$ cat config.mk
export PLATFORM = sky130hd
export DESIGN_NAME = trigger_capture
export DESIGN_NICKNAME = d
export VERILOG_FILES = /design/src/rtl/trigger_capture.sv
export SDC_FILE = /design/constraint.sdc
export NUM_CORES = 1
export LEC_CHECK = 0
export CAP_MARGIN = 20
export CORE_ASPECT_RATIO = 0.6
export CORE_MARGIN = 8
export CORE_UTILIZATION = 35
export CTS_BUF_LIST = sky130_fd_sc_hd__clkbuf_4
export DETAILED_ROUTE_END_ITERATION = 7
export GPL_TIMING_DRIVEN = 0
export PLACE_DENSITY = 0.55
export SKIP_CTS_REPAIR_TIMING = 1
export SLEW_MARGIN = 10
export SYNTH_ARGS = -nofsm -noshare
export SYNTH_HDL_FRONTEND = slang
export SYNTH_SLANG_ARGS = --single-unit
$ cat constraint.sdc
create_clock -name clock -period 3.15 [get_ports clock]
set_clock_uncertainty 0.2 [all_clocks]
set_input_delay 0.315 -clock clock [delete_from_list [all_inputs] [get_ports clock]]
set_output_delay 0.315 -clock clock [all_outputs]
set_load 0.005 [all_outputs]
$ cat src/rtl/trigger_capture.sv
// Write-side controller for the scope sample buffer: arms a level/slope trigger
// on the ADC stream, then writes one (optionally decimated) frame with addresses.
module trigger_capture #(
  parameter int DATA_W       = 12,
  parameter int DEPTH        = 640,
  parameter int ADDR_W       = 10,
  parameter int AUTO_TIMEOUT = 4096,
  parameter int HOLDOFF      = 64
) (
  input  logic              clock,
  input  logic              reset,
  input  logic              sample_valid,
  input  logic [DATA_W-1:0] sample_in,
  input  logic [DATA_W-1:0] trig_level,
  input  logic              trig_slope,
  input  logic [3:0]        decim,
  input  logic              auto_mode,
  input  logic              fifo_full,
  output logic              wr_en,
  output logic [DATA_W-1:0] wr_data,
  output logic [ADDR_W-1:0] wr_addr,
  output logic              period_flag,
  output logic              capturing,
  output logic              forced,
  output logic              overrun
);

  // state     | meaning
  // S_WAIT    | armed, looking for a threshold crossing or auto timeout
  // S_CAPTURE | writing kept samples into the display buffer
  // S_HOLDOFF | frame done, ignoring samples before re-arming
  localparam logic [1:0] S_WAIT    = 2'd0;
  localparam logic [1:0] S_CAPTURE = 2'd1;
  localparam logic [1:0] S_HOLDOFF = 2'd2;

  localparam int TO_W = (AUTO_TIMEOUT > 1) ? $clog2(AUTO_TIMEOUT) : 1;
  localparam int HO_W = (HOLDOFF > 1) ? $clog2(HOLDOFF) : 1;

  localparam logic [TO_W-1:0]   TO_LAST   = TO_W'(AUTO_TIMEOUT - 1);
  localparam logic [HO_W-1:0]   HO_LAST   = HO_W'(HOLDOFF - 1);
  localparam logic [ADDR_W-1:0] ADDR_LAST = ADDR_W'(DEPTH - 1);

  logic [1:0]        state_q,       state_d;
  logic [DATA_W-1:0] prev_q,        prev_d;
  logic              prev_valid_q,  prev_valid_d;
  logic [TO_W-1:0]   to_cnt_q,      to_cnt_d;
  logic [3:0]        dec_cnt_q,     dec_cnt_d;
  logic [3:0]        decim_q,       decim_d;
  logic [ADDR_W-1:0] addr_q,        addr_d;
  logic [HO_W-1:0]   hold_cnt_q,    hold_cnt_d;
  logic              pend_q,        pend_d;
  logic              wr_en_q,       wr_en_d;
  logic [DATA_W-1:0] wr_data_q,     wr_data_d;
  logic [ADDR_W-1:0] wr_addr_q,     wr_addr_d;
  logic              period_flag_q, period_flag_d;
  logic              forced_q,      forced_d;
  logic              overrun_q,     overrun_d;

  logic rise_hit;
  logic fall_hit;
  logic edge_hit;
  logic timeout_hit;
  logic keep;

  assign rise_hit    = prev_valid_q && (prev_q < trig_level) && (sample_in >= trig_level);
  assign fall_hit    = prev_valid_q && (prev_q > trig_level) && (sample_in <= trig_level);
  assign edge_hit    = trig_slope ? fall_hit : rise_hit;
  assign timeout_hit = auto_mode && (to_cnt_q == TO_LAST);

  always_comb begin
    state_d       = state_q;
    prev_d        = prev_q;
    prev_valid_d  = prev_valid_q;
    to_cnt_d      = to_cnt_q;
    dec_cnt_d     = dec_cnt_q;
    decim_d       = decim_q;
    addr_d        = addr_q;
    hold_cnt_d    = hold_cnt_q;
    pend_d        = 1'b0;
    wr_en_d       = 1'b0;
    wr_data_d     = wr_data_q;
    wr_addr_d     = wr_addr_q;
    period_flag_d = pend_q;
    forced_d      = forced_q;
    overrun_d     = overrun_q;
    keep          = 1'b0;

    case (state_q)
      S_WAIT: begin
        if (!auto_mode) begin
          to_cnt_d = '0;
        end
        if (sample_valid) begin
          prev_d       = sample_in;
          prev_valid_d = 1'b1;
          if (edge_hit || timeout_hit) begin
            // A real crossing wins over a coincident timeout.
            forced_d  = !edge_hit;
            overrun_d = 1'b0;
            decim_d   = decim;
            dec_cnt_d = '0;
            to_cnt_d  = '0;
            state_d   = S_CAPTURE;
            keep      = 1'b1;
          end else if (auto_mode) begin
            to_cnt_d = to_cnt_q + 1'b1;
          end
        end
      end

      S_CAPTURE: begin
        if (sample_valid) begin
          if (dec_cnt_q == decim_q) begin
            dec_cnt_d = '0;
            keep      = 1'b1;
          end else begin
            dec_cnt_d = dec_cnt_q + 1'b1;
          end
        end
      end

      S_HOLDOFF: begin
        if (HOLDOFF == 0) begin
          if (!pend_q) begin
            state_d      = S_WAIT;
            prev_valid_d = 1'b0;
            to_cnt_d     = '0;
          end
        end else if (sample_valid) begin
          if (hold_cnt_q == HO_LAST) begin
            hold_cnt_d   = '0;
            state_d      = S_WAIT;
            prev_valid_d = 1'b0;
            to_cnt_d     = '0;
          end else begin
            hold_cnt_d = hold_cnt_q + 1'b1;
          end
        end
      end

      default: begin
        state_d = S_WAIT;
      end
    endcase

    // A kept sample that meets a full buffer is lost and the column is retried.
    if (keep) begin
      if (fifo_full) begin
        overrun_d = 1'b1;
      end else begin
        wr_en_d   = 1'b1;
        wr_data_d = sample_in;
        wr_addr_d = addr_q;
        if (addr_q == ADDR_LAST) begin
          addr_d     = '0;
          hold_cnt_d = '0;
          pend_d     = 1'b1;
          state_d    = S_HOLDOFF;
        end else begin
          addr_d = addr_q + 1'b1;
        end
      end
    end
  end

  always_ff @(posedge clock) begin
    if (!reset) begin
      state_q       <= S_WAIT;
      prev_q        <= '0;
      prev_valid_q  <= 1'b0;
      to_cnt_q      <= '0;
      dec_cnt_q     <= '0;
      decim_q       <= '0;
      addr_q        <= '0;
      hold_cnt_q    <= '0;
      pend_q        <= 1'b0;
      wr_en_q       <= 1'b0;
      wr_data_q     <= '0;
      wr_addr_q     <= '0;
      period_flag_q <= 1'b0;
      forced_q      <= 1'b0;
      overrun_q     <= 1'b0;
    end else begin
      state_q       <= state_d;
      prev_q        <= prev_d;
      prev_valid_q  <= prev_valid_d;
      to_cnt_q      <= to_cnt_d;
      dec_cnt_q     <= dec_cnt_d;
      decim_q       <= decim_d;
      addr_q        <= addr_d;
      hold_cnt_q    <= hold_cnt_d;
      pend_q        <= pend_d;
      wr_en_q       <= wr_en_d;
      wr_data_q     <= wr_data_d;
      wr_addr_q     <= wr_addr_d;
      period_flag_q <= period_flag_d;
      forced_q      <= forced_d;
      overrun_q     <= overrun_d;
    end
  end

  assign wr_en       = wr_en_q;
  assign wr_data     = wr_data_q;
  assign wr_addr     = wr_addr_q;
  assign period_flag = period_flag_q;
  assign capturing   = (state_q == S_CAPTURE);
  assign forced      = forced_q;
  assign overrun     = overrun_q;

endmodule

==> impl_metrics.yaml <==
critical_path:
  crit_chain: "clkdlybuf4s50_1, ha_1, a21oi_1, nor2_1, a211oi_1, o211ai_1, xnor2_2, o21ai_4, buf_4, nor2_4, buf_4, mux2i_1"
  crit_arrival_ps: 3220
  worstSetupPathType: "in2reg"
  reg2reg_from: "prev_q[9]$_SDFFE_PN0P_"
  slowest_delay_ps: 490
  cp-start-kind: "input pin"
  path_max_fanout: 10
  cp.required_ps: 3310
  startpoint: "sample_in[5]"
  cp_common_cell: "buf_4"
  critPathSlowestCell: "clkdlybuf4s50_1"
  cp-end-kind: "flip-flop"
finish:
  layout-drive-gt1-share: 0.0608
  final_area_um2: 5080
  num-nets-final: 649
  fin_util: 0.446
  diodes: 0
  syn2layout_area_growth_pct: 23.0
  final_cells: 752
yosys:
  synth_enable_flop_cells: 0
  syn_nets: 576
  synthTopCellsByArea: "dfxtp_1 (38%), nand2_1 (9.8%), ha_1 (8.5%)"
  synth_area_um2: 4130
  avgSynthCellArea_um2: 8.04
  synthCells: 514
  synth_cell_types: 53
  yosys_warnings: 0
  synth-seq-cells: 78
  synth_ff_type: "dfxtp_1"
  ys_seq_area_frac: 0.378
  netlist.area_leader.share: 0.378
  synth_largest_area_cell: "dfxtp_1"
  synthArstFlopShare: 0
timing:
  setup_viol: 0
  post-route-period-util: 0.974
  period_minus_slack_ps: 3070
  fmax_mhz: 326
  fin_setup_tns_ps: 0
  whs_ps: 156
  worst_slack_ps: 82.3
  worst_pin_slew_ps: 729
  finalHoldViolations: 0
  slew_violations: 0
  max_slew_margin: 0.509
floorplanning:
  io_pins: 61
  coreArea_um2: 11400
  initial_core_util: 0.362
  die-area_um2: 15700
  die_w_um: 156
  core.rowCount: 30
  die_h_um: 100
grt:
  grt_pass1_wl_um: 19500
  grt_pass1_vias: 3802
  grt_max_degree: 13
  antenna_found_initial: 0
  top_usage_layer: "met2"
  grt_use_met2: 0.224
  grt_util_met3: 0.0420
  use_met1: 0.222
  grt_use_total: 0.156
  grt_overflow_total: 0
clock_tree:
  root_buffer: "clkbuf_4"
  worstSkewPairLatency_ps: 430
  clock-sinks: 78
  cts_tree: "built"
  clk_pin_slew_ps: 130
  cts.path.max_buffers: 2
  cts_buffers: 9
  htree_num_levels: 3
routing:
  drt_pass1_iterations: 5
  via_per_inst: 5.14
  drc: 0
  vias: 3865
  antenna_left: 0
  wl_um: 12100
  wl_per_cell_um: 16.0
  drt_iter0_markers: 300
placement:
  pre_cts_ws_ps: -433
  post_dp_cell_area_um2: 4920
  io_buffers: 59
  place_inst: 733
  routabilityCongestion: 0.821
  hpwl_um: 9210
status:
  status: "finished clean"
pwr:
  leakage_nw: 1.95
  power_mw: 1.82
  powerDensity_nw_per_um2: 358
  ir_worst_vdd_mv: 0.137
job:
  drv_cap: 0
min_path:
  hp-class: "in2reg"
  hp-start: "reset"
power breakdown:
part	total (mW)	switching, mW	internal (mW)
Clock	0.527	0.352	0.174
Combinational	0.279	0.163	0.116
Sequential	1.01	0.00998	1.00
Total	1.82	0.525	1.29
critical path: cells and delay by family:
| kind | cells | cell delay [ps] |
|---|---|---|
| fa+ha+maj | 1 | 340 |
| xor+xnor | 1 | 310 |
| simple gates | 2 | 270 |
| mux | 1 | 210 |
| buf+inv | 3 | 930 |
| compound gates | 4 | 850 |
cell type report:
type / count / area (um2)
fill: 1173 / 6330
tap: 160 / 200
clock inverter: 5 / 26.3
timing repair buffer: 62 / 613
multi-input combinational: 388 / 2400
buffer: 24 / 115
clock buffer: 11 / 82.6
sequential: 78 / 1560
inverter: 24 / 90.1
registers in the layout (all words and copies together) (netlist names), 4 cells and up:
signal and cells:
addr_q 10, hold_cnt_q 6, wr_addr 10, to_cnt_q 12, decim_q 4, wr_data 12, prev_q 12, dec_cnt_q 4
path summary, 6_finish.rpt:
kind	to	slack (ps)	depth (start not counted)
max	wr_data[10]$_SDFFE_PN0P_	80	12
min	addr_q[0]$_SDFFE_PN0P_	160	3
max reg2reg	to_cnt_q[0]$_SDFFE_PN0P_	260	9
min reg2reg	period_flag$_SDFF_PN0_	250	1
synth_stat cells, types with 2 or more instances:
library cell / instances
xor2_1: 6
buf_4: 2
or3_1: 2
nor2_2: 2
ha_1: 28
nor2b_1: 5
clkbuf_1: 17
inv_1: 23
or4_1: 5
nor4_1: 3
nand4_1: 10
buf_6: 2
o22ai_1: 2
buf_2: 2
nor2_1: 36
mux2i_1: 30
a21oi_1: 34
xnor2_1: 3
o21ai_0: 19
o211ai_1: 5
nor3_1: 10
nand3b_1: 3
o32ai_1: 5
dfxtp_1: 78
a41oi_1: 3
nand2b_1: 6
and3_1: 7
nand2_1: 108
a31oi_1: 9
o21ai_1: 2
and2_1: 4
nor3_2: 2
o31ai_1: 3
nand3_1: 18
or2_2: 2
kinds of logic after synthesis:
group / share of synthesized area
AOI/OAI and AO/OA: 0.137
adders and majority gates: 0.0848
xor gates and xnor gates: 0.0191
DFF: 0.378
buffers and inverters: 0.0496
and+or+nand+nor: 0.259
muxes: 0.0727
metal layers:
metal | up-vias | share of wire
li1 | 1947 | -
met1 | 1798 | 0.54
met2 | 108 | 0.39
met3 | 12 | 0.058
met4 | 0 | 0.011
met5 | - | 0
cells in the final DEF, fill, tap and decap left out, types with 3 or more instances in the layout:
cell	instances
o32ai_1	5
o21ai_0	19
nand3_1	18
clkbuf_1	17
nand4_1	10
nor2b_1	5
mux2i_1	30
and3_1	7
buf_4	5
clkdlybuf4s50_1	59
nor2_1	36
xor2_1	6
o211ai_1	5
dfxtp_1	78
or4_1	5
clkinv_1	3
inv_1	23
nand2_1	108
nand3b_1	3
and2_1	4
a41oi_1	3
nand2b_1	6
ha_1	28
nor3_1	10
a21oi_1	34
o31ai_1	3
clkbuf_4	11
a31oi_1	9
(Power assumes the default switching activity.)
